File: src/rtl/alu_operand_sequencer.sv
// alu_operand_sequencer
// Captures two operands (A then B) from a shared switch bus on successive
// rising edges of a load strobe, holds them for the downstream ALU stage,
// and registers the ALU result one cycle after B is captured.
module alu_operand_sequencer #(
    parameter int WIDTH     = 6,
    parameter int CNT_WIDTH = 8
) (
    input  logic                 clk,
    input  logic                 rst,
    input  logic [WIDTH-1:0]     data_in,
    input  logic                 load_en,
    input  logic                 clear,
    input  logic [WIDTH-1:0]     alu_result,
    output logic [WIDTH-1:0]     A,
    output logic [WIDTH-1:0]     B,
    output logic [WIDTH-1:0]     result,
    output logic                 result_valid,
    output logic [CNT_WIDTH-1:0] ops_done,
    output logic [1:0]           state
);

    typedef enum logic [1:0] {
        WAIT_A = 2'b00,
        WAIT_B = 2'b01,
        EVAL   = 2'b10,
        HOLD   = 2'b11
    } state_t;

    localparam logic [CNT_WIDTH-1:0] CNT_ONE = {{(CNT_WIDTH-1){1'b0}}, 1'b1};

    state_t               r_state;
    logic                 r_load_q;
    logic [WIDTH-1:0]     r_a;
    logic [WIDTH-1:0]     r_b;
    logic [WIDTH-1:0]     r_result;
    logic                 r_valid;
    logic [CNT_WIDTH-1:0] r_ops_done;

    state_t               w_state_nxt;
    logic                 w_ld;
    logic [WIDTH-1:0]     w_a_nxt;
    logic [WIDTH-1:0]     w_b_nxt;
    logic [WIDTH-1:0]     w_result_nxt;
    logic                 w_valid_nxt;
    logic [CNT_WIDTH-1:0] w_ops_done_nxt;

    // A load acts only on the rising edge of the strobe level.
    assign w_ld = load_en & ~r_load_q;

    // Strobe history; resets high so a button held through reset release is ignored.
    always_ff @(posedge clk or posedge rst) begin
        // NOTE: sequential state uses non-blocking assignments so every register
        // samples pre-edge values regardless of statement order.
        if (rst) begin
            r_load_q <= 1'b1;
        end else begin
            r_load_q <= load_en;
        end
    end

    // Next-state and next-datapath decode; clear overrides every state action.
    always_comb begin
        // NOTE: every combinational output gets a hold/default value first so no
        // path leaves it unassigned, which would otherwise infer a latch.
        w_state_nxt    = r_state;
        w_a_nxt        = r_a;
        w_b_nxt        = r_b;
        w_result_nxt   = r_result;
        w_valid_nxt    = r_valid;
        w_ops_done_nxt = r_ops_done;

        if (clear) begin
            w_state_nxt    = WAIT_A;
            w_a_nxt        = '0;
            w_b_nxt        = '0;
            w_result_nxt   = '0;
            w_valid_nxt    = 1'b0;
            w_ops_done_nxt = '0;
        end else begin
            unique case (r_state)
                WAIT_A: begin
                    if (w_ld) begin
                        w_a_nxt     = data_in;
                        w_state_nxt = WAIT_B;
                    end
                end
                WAIT_B: begin
                    if (w_ld) begin
                        w_b_nxt     = data_in;
                        w_state_nxt = EVAL;
                    end
                end
                EVAL: begin
                    // The ALU has had a full cycle to settle on the new A/B.
                    w_result_nxt   = alu_result;
                    w_valid_nxt    = 1'b1;
                    w_ops_done_nxt = r_ops_done + CNT_ONE;
                    w_state_nxt    = HOLD;
                end
                HOLD: begin
                    // New A starts the next operation; B keeps its old value and
                    // result is marked stale until the next evaluation.
                    if (w_ld) begin
                        w_a_nxt     = data_in;
                        w_valid_nxt = 1'b0;
                        w_state_nxt = WAIT_B;
                    end
                end
                default: begin
                    w_state_nxt = WAIT_A;
                end
            endcase
        end
    end

    // FSM state register.
    always_ff @(posedge clk or posedge rst) begin
        if (rst) begin
            r_state <= WAIT_A;
        end else begin
            r_state <= w_state_nxt;
        end
    end

    // Operand, result and counter registers.
    always_ff @(posedge clk or posedge rst) begin
        if (rst) begin
            r_a        <= '0;
            r_b        <= '0;
            r_result   <= '0;
            r_valid    <= 1'b0;
            r_ops_done <= '0;
        end else begin
            r_a        <= w_a_nxt;
            r_b        <= w_b_nxt;
            r_result   <= w_result_nxt;
            r_valid    <= w_valid_nxt;
            r_ops_done <= w_ops_done_nxt;
        end
    end

    assign A            = r_a;
    assign B            = r_b;
    assign result       = r_result;
    assign result_valid = r_valid;
    assign ops_done     = r_ops_done;
    assign state        = r_state;

endmodule

File: config.mk
export PLATFORM = sky130hd
export DESIGN_NAME = alu_operand_sequencer
export DESIGN_NICKNAME = d
export VERILOG_FILES = /design/src/rtl/alu_operand_sequencer.sv
export SDC_FILE = /design/constraint.sdc
export NUM_CORES = 1
export LEC_CHECK = 0
export BUFFER_PORTS_ARGS = -buffer_cell sky130_fd_sc_hd__buf_2
export CAP_MARGIN = 15
export CORE_AREA = 2 2 62 64
export CTS_CLUSTER_DIAMETER = 60
export DETAILED_ROUTE_END_ITERATION = 12
export DIE_AREA = 0 0 64 66
export GPL_ROUTABILITY_DRIVEN = 0
export GPL_TIMING_DRIVEN = 0
export PLACE_DENSITY_LB_ADDON = 0.08
export REMOVE_ABC_BUFFERS = 1
export SLEW_MARGIN = 15
export SYNTH_ARGS = -nofsm -noshare
export SYNTH_HDL_FRONTEND = slang
export SYNTH_SLANG_ARGS = --single-unit
File: constraint.sdc
create_clock -name clk -period 4.3 [get_ports clk]
set_input_delay 0.86 -clock clk [delete_from_list [all_inputs] [get_ports clk]]
set_output_delay 0.86 -clock clk [all_outputs]
set_load 0.01 [all_outputs]
-- Word-level counts from Yosys, hierarchy flattened
Index checks and enable logic that the tools add are counted.
- word-level logic and storage cells: 43
- memories kept: 0
- bits in read-only memories: 0
- output and inout bits: 29
- bits in latches: 0
- bits in writable memories: 0
- register bits after elaboration: 30
- shifts and indexed selects: 0
- muxes and demuxes: 16
- multipliers: 0
- bitwise logic cells: 2
- reduce and logical (&&, ||, !) cells: 11
- equal/unequal tests: 6
- div/mod/pow operators: 0
- magnitude comparators: 0
- add/subtract/negate cells: 1
- operator list (cell ; count):
    6-bit 2-to-1 mux ; 7
    8-bit 2-to-1 mux ; 2
    8-bit by 1-bit adder with 8-bit output (second input constant) ; 1
    2-bit AND reduction ; 4
    2-bit nonzero test ; 4
    2-bit 2-to-1 mux ; 3
    3-bit inequality test (second input constant) ; 2
    2-bit one-hot mux with 3 select lines ; 1
    2-bit equality test (second input constant) ; 2
    3-bit by 1-bit inequality test with 1-bit output (second input constant) ; 1
    3-bit nonzero test ; 1
    2-bit by 1-bit equality test with 1-bit output (second input constant) ; 1
    2-bit logical NOT ; 1
    1-bit 2-to-1 mux ; 2
    1-bit one-hot mux with 2 select lines ; 1
    2-bit OR reduction ; 1
    1-bit AND ; 1
    1-bit NOT ; 1

-- Depth between registers and ports, before layout
Gate-level depths: netlist (run 1).
- word-level depth: 5
- gate-level depth with buffers: 6
- mapped depth without buffers: 5

-- Worst setup path before layout (run 1)
OpenSTA, ideal clock, no wires.
- path type: in2reg
- from: input load_en
- to: register r_a[0] (netlist: A[0])
- library setup time: 125 ps
- setup slack: 2639 ps
- stages on the path: 3
- arrival: 1536 ps
- required time: 4175 ps
- path through: nor2b_4 a21oi_4 mux2_2
- word-level cells in the longest chain between the ends: 3
- ends and longest elaborated chain (item ; line ; source):
    start, declared ; 12 ; input logic load_en,
    1-bit AND ; 49 ; assign w_ld = load_en & ~r_load_q;
    2-bit nonzero test (no source line) ; n/a ;
    2-bit AND reduction (no source line) ; n/a ;
    end signal, assigned ; 135 ; r_a <= w_a_nxt;
    end, declared ; 34 ; logic [WIDTH-1:0] r_a;
Every way passes these cells.
A chain may end at the register's enable or synchronous reset.

-- Worst setup path in the final report (run 1)
- from: register r_state[0] (netlist: state[0])
- to: register r_ops_done[6] (netlist: ops_done[6])
- word-level cells in the longest chain between the ends: 2
- ends and longest elaborated chain (item ; line ; source):
    start, declared ; 32 ; state_t r_state;
    start signal, assigned ; 122 ; r_state <= w_state_nxt;
    2-bit equality test ; 81 ; unique case (r_state)
    2-bit nonzero test (no source line) ; n/a ;
    end signal, assigned ; 139 ; r_ops_done <= w_ops_done_nxt;
    end, declared ; 38 ; logic [CNT_WIDTH-1:0] r_ops_done;
Every way passes these cells.

==> results of run 1 <==
==> metrics by stage <==
stage	instance area (µm²)	hold WS (ns)	instances	utilization [%]
6_report	1670	0.511	206	47.0
4_1_cts	1670	0.515	206	47.0
5_1_grt	1670	0.539	206	47.0
3_5_place_dp	1610	0.490	198	45.3
3_3_place_gp	1610	0.485	198	45.3
2_1_floorplan	1330	0.550	106	-
==> cells in the final DEF, fill, tap and decap left out <==
| master | n |
|---|---|
| nor2b_4 | 1 |
| a21oi_1 | 6 |
| inv_1 | 2 |
| nand2_1 | 4 |
| mux2i_1 | 7 |
| xnor2_1 | 1 |
| clkinv_2 | 1 |
| clkbuf_8 | 1 |
| o21bai_1 | 1 |
| inv_2 | 1 |
| nor2_1 | 11 |
| mux2_2 | 12 |
| clkbuf_4 | 5 |
| nand3_1 | 2 |
| nand4_2 | 1 |
| dfrtp_1 | 29 |
| nand2b_1 | 1 |
| xor2_1 | 3 |
| nor2b_1 | 6 |
| a21o_1 | 2 |
| or3_1 | 3 |
| dfstp_2 | 1 |
| nand4_1 | 3 |
| buf_2 | 44 |
| o21ai_0 | 3 |
| a21oi_4 | 2 |
| ha_1 | 4 |
| clkbuf_1 | 1 |
==> per-layer routing <==
layer	vias to the layer above	track usage (%)	wire length, µm
li1	469	-	-
met5	-	0	0
met3	7	5.62	152
met1	477	17.9	1200
met2	26	22.7	1320
met4	0	7.34	54
==> layout make-up <==
class	instances	area, µm²
Fill cell	342	1880
Tap cell	48	60.1
Multi-Input combinational cell	73	564
Clock inverter	1	5.00
Inverter	3	11.3
Clock buffer	7	55.1
Sequential cell	30	752
Timing Repair Buffer	44	220
==> final timing paths <==
path / start / end / slack (ns)
worst min register to register: A[1] / A[1] / 0.51
worst min-delay path: A[1] / A[1] / 0.51
worst max-delay path: state[0] / ops_done[6] / 2.40
max in group asynchronous: rst / result[3] / 3.28
min in group asynchronous: rst / B[2] / 0.60
worst max register to register: state[0] / ops_done[6] / 2.40
==> flip-flops by register name, summed over array words and instances (netlist names) <==
register	flops
r_load_q	1
result	6
ops_done	8
A	6
state	2
result_valid	1
B	6
==> where the power goes <==
group	leakage [µW]	total, µW	internal, µW	switching, µW
combinational	0.000429	231	110	121
sequential	0.000398	367	328	38.7
clock	0.0000353	177	79.1	98.2
total	0.000862	776	517	258
==> logic make-up (layout without fill, tap and decap cells) <==
| logic type | after synthesis | in the layout | synth area share (%) |
|---|---|---|---|
| compound gates | 14 | 14 | 7.41 |
| xor+xnor | 4 | 4 | 2.59 |
| fa+ha+maj | 4 | 4 | 3.70 |
| buf+inv | 6 | 55 | 2.59 |
| flops | 30 | 30 | 55.6 |
| mux | 19 | 19 | 15.2 |
| simple gates | 32 | 32 | 12.9 |
==> qor.yml, run 1 <==
outcome:
  status: "finished clean"
floorplanning:
  num_io_pins: 45
  fp.coreArea_mm2: 0.00355
  die_w_um: 64
  die_y_um: 66
  die-area_mm2: 0.00422
  initial_core_util_pct: 38.1
  rows: 22
hold_path:
  min_path_type: "reg -> reg"
  min_path_cells: 1
yosys:
  synth_commonest_cells: "dfrtp_1, mux2_2, nor2_1"
  synth.distinct_cells: 25
  ys_ff_latch: 30
  synth_top_area_share_pct: 53.7
  ys_dominant_reg_cell: "dfrtp_1"
  yosysSeqAreaShare_pct: 55.6
  yosys_warnings: 0
  async_flop_share_pct: 100
  syn_area_mm2: 0.00135
  yosys-top-cells-area: "dfrtp_1, mux2_2, mux2i_1"
  synth_top_area_cell: "dfrtp_1"
  yosysMostFrequentCell: "dfrtp_1"
  avgSynthCellArea_um2: 12.4
  syn_inst: 109
  synth_enable_flop_cells: 0
critical_path:
  required_ns: 4.56
  crit_type: "reg -> reg"
  path_cells: "inv_1, ha_1, nand2_1, or3_1, a21oi_1"
  start_kind: "flip-flop"
  worstPathArrival_ns: 2.16
  critPathBufInv: 1
  max_stage_delay_ns: 0.59
  endpoint_kind: "flip-flop"
  slowest_stage: "ha_1"
  r2r_cells: 5
  path_delay_family: "adder cells"
  cp_max_fo: 14
  cp.depth: 5
pwr:
  ir_drop_uv: 178
  leakagePower_uw: 0.000862
  powerDensity_mw_per_mm2: 465
  power_uw: 776
clocking:
  ctsHoldBuffers: 0
  clkSlewWorstSetupHoldPaths_ns: 0.10
  clk_latency_ns: 0.33
  cts_buffers: 5
  clock-sinks: 30
  post_cts_resized: 0
  cts_setup_buffers: 0
  clock_path_buffers: 2
  tritoncts: "built"
  root_buffer: "clkbuf_4"
  htreeDepth: 2
flow_run:
  max_cap_viol_count: 0
drt:
  via_count: 979
  antenna_left: 0
  drt_iter0_drc: 32
  drtPass1Iterations: 4
  routed_wl_mm: 2.72
  routedWlPerCell_um: 13.2
  drc: 0
  routed_via_density: 4.75
place:
  port_buffers: 44
  dp_hpwl_mm: 1.85
  place_ws_ns: 2.33
sta:
  maxSlewViolCount: 0
  max_slew_margin_pct: 54.7
  tightestPinTransition_ns: 0.680
  setup_violations: 0
  min_period_ns: 1.90
  finalClockSkew_ns: 0.0130
  setup_ws_ns: 2.40
  min_period_over_period_pct: 44.1
  max_clock_freq_ghz: 0.527
  rsz0062_at_grt: "false"
  hold_viol_final: 0
  fin_tns_setup_ns: 0
global_route:
  overflow: 0
  grt_pass1_vias: 1027
  grt_max_degree: 31
  grt_usage_pct: 14.7
  grt_pass1_wl_mm: 4.63
  antenna_found_initial: 0
finish:
  n_antenna_cell: 0
  fin_nets: 177
  drive_above_1_share_pct: 43.7
  syn_to_final_growth_pct: 23.4
No activity file was read; power rests on OpenSTA's default activity.
==> run 2: changes to the inputs <==
Clock period 4.3 ns to 1.8 ns, I/O delays scaled along.
==> run 2 against run 1 <==
Largest power group unchanged. Clock power is 140% higher. Non-clock buffer count unchanged. Cell area increased by 0.75%. Clock skew down 0.0015 ns. Critical endpoint unchanged. Via count grew 0.82%.
==> qor.yml, run 2 (same netlist as run 1, synthesis figures left out) <==
clocking:
  clk_latency_ns: 0.33  # about the same
  cts_buffers: 5  # unchanged
  cts_setup_buffers: 0  # unchanged
  root_buffer: "clkbuf_4"
  clock-sinks: 30  # unchanged
  htreeDepth: 2  # unchanged
  clkSlewWorstSetupHoldPaths_ns: 0.10  # about the same
  ctsHoldBuffers: 0  # unchanged
  tritoncts: "built"
  clock_path_buffers: 2  # unchanged
drt:
  routed_wl_mm: 2.74  # +0.48%
  routedWlPerCell_um: 13.3  # +0.48%
  routed_via_density: 4.79  # +0.82%
  antenna_left: 0  # unchanged
  via_count: 987  # +0.82%
  drtPass1Iterations: 4  # unchanged
  drt_iter0_drc: 35  # +9.4%
  drc: 0  # unchanged
critical_path:
  cp_max_fo: 14  # unchanged
  critPathBufInv: 1  # unchanged
  slowest_stage: "dfrtp_1"
  r2r_setup_slack_ns: 0.26  # -2.14 ns
  r2r_cells: 5  # unchanged
  rr_endpoint: "ops_done[6]"
  endpoint_kind: "flip-flop"
  r2r_start: "state[0]"
  path_delay_family: "simple AND/OR/NAND/NOR gates"
  required_ns: 2.06  # -2.50 ns
  max_stage_delay_ns: 0.44  # -0.15 ns
  worstPathArrival_ns: 1.80  # -0.36 ns
  crit_type: "reg -> reg"
  path_cells: "inv_1, ha_4, nand2_1, or3_1, a21oi_1"
  start_kind: "flip-flop"
floorplanning:
  initial_core_util_pct: 38.1  # unchanged
  die_y_um: 66  # unchanged
  rows: 22  # unchanged
  die-area_mm2: 0.00422  # unchanged
  num_io_pins: 45  # unchanged
  fp.coreArea_mm2: 0.00355  # unchanged
  die_w_um: 64  # unchanged
sta:
  max_slew_margin_pct: 57.8  # +3.1 points
  fin_tns_setup_ns: 0  # unchanged
  rsz0062_at_grt: "false"
  finalClockSkew_ns: 0.0115  # -0.00154 ns
  min_period_ns: 1.54  # -0.357 ns
  setup_violations: 0  # unchanged
  hold_viol_final: 0  # unchanged
  min_period_over_period_pct: 85.6  # +41 points
  max_clock_freq_ghz: 0.649  # +23%
  maxSlewViolCount: 0  # unchanged
  setup_ws_ns: 0.259  # -2.14 ns
  hold_ws_ns: 0.105  # -0.406 ns
  tightestPinTransition_ns: 0.632  # -0.0480 ns
global_route:
  antenna_found_initial: 0  # unchanged
  grt_pass1_wl_mm: 4.64  # +0.30%
  grt_max_degree: 31  # unchanged
  grt_pass1_vias: 1027  # unchanged
  grt_usage_pct: 14.7  # +0.037 points
  overflow: 0  # unchanged
place:
  dp_cells: 198  # unchanged
  place_ws_ns: -0.0987  # -2.42 ns
  port_buffers: 44  # unchanged
  dp_hpwl_mm: 1.85  # unchanged
outcome:
  status: "finished clean"
flow_run:
  max_cap_viol_count: 0  # unchanged
pwr:
  leakagePower_uw: 0.000862  # about the same
  powerDensity_mw_per_mm2: 1130  # +140%
  ir_drop_uv: 424  # +140%
finish:
  largest_register_ffs: 8  # unchanged
  fin_nets: 177  # unchanged
  fin_cells: 206  # unchanged
  final_cell_mix: "buf_2, dfrtp_1, mux2_2"
  drive_above_1_share_pct: 44.3  # +0.63 points
  syn_to_final_growth_pct: 24.4
  layout_commonest_cell: "buf_2"
  n_antenna_cell: 0  # unchanged
hold_path:
  min_path_type: "in -> async"
[run 2: worst max path at each step]
stage                     startpoint          end  cells after the start
after floorplan             state[0]  ops_done[6]                      5
after global placement      state[0]  ops_done[6]                      5
after detailed placement    state[0]  ops_done[6]                      5
after CTS                   state[0]  ops_done[6]                      5
after global routing        state[0]  ops_done[6]                      5
final                       state[0]  ops_done[6]                      5
[run 2: through the flow]
stage                     util, %  instance area (µm²)  power (µW)
after floorplan                 -                 1330        1250
after global placement       45.3                 1610        1430
final                        47.3                 1680        1890
after detailed placement     45.3                 1610        1450
after CTS                    47.0                 1670        1890
after global routing         47.3                 1680        2030
[run 2: report_power, final]
part	switching, µW	internal [µW]
clock network	232	189
registers	97.0	784
logic	295	294
[run 2: timing repair]
| action | 4_1_cts | 5_1_grt |
|---|---|---|
| setup endpoints to repair | 3 | 1 |
| resized for setup | 1 | 1 |
| cloned | 0 | 0 |
| hold endpoints to repair | 0 | 0 |
[run 2: final cells by class]
class / instances / area (µm²)
clock buffer: 7 / 55.1
clock inverter: 1 / 5.00
sequential: 30 / 752
multi-input combinational: 73 / 577
timing repair buffer: 44 / 220
inverter: 3 / 11.3
fill: 340 / 1870
tap: 48 / 60.1
[run 2: metal layers]
metal	part of all wire, %	wire [µm]	vias to the layer above	track usage, %
met3	5.6	152	7	5.62
met2	49	1340	26	22.8
li1	-	-	470	-
met1	43	1190	484	17.9
met5	0	0	-	0
met4	2.0	54	0	7.34
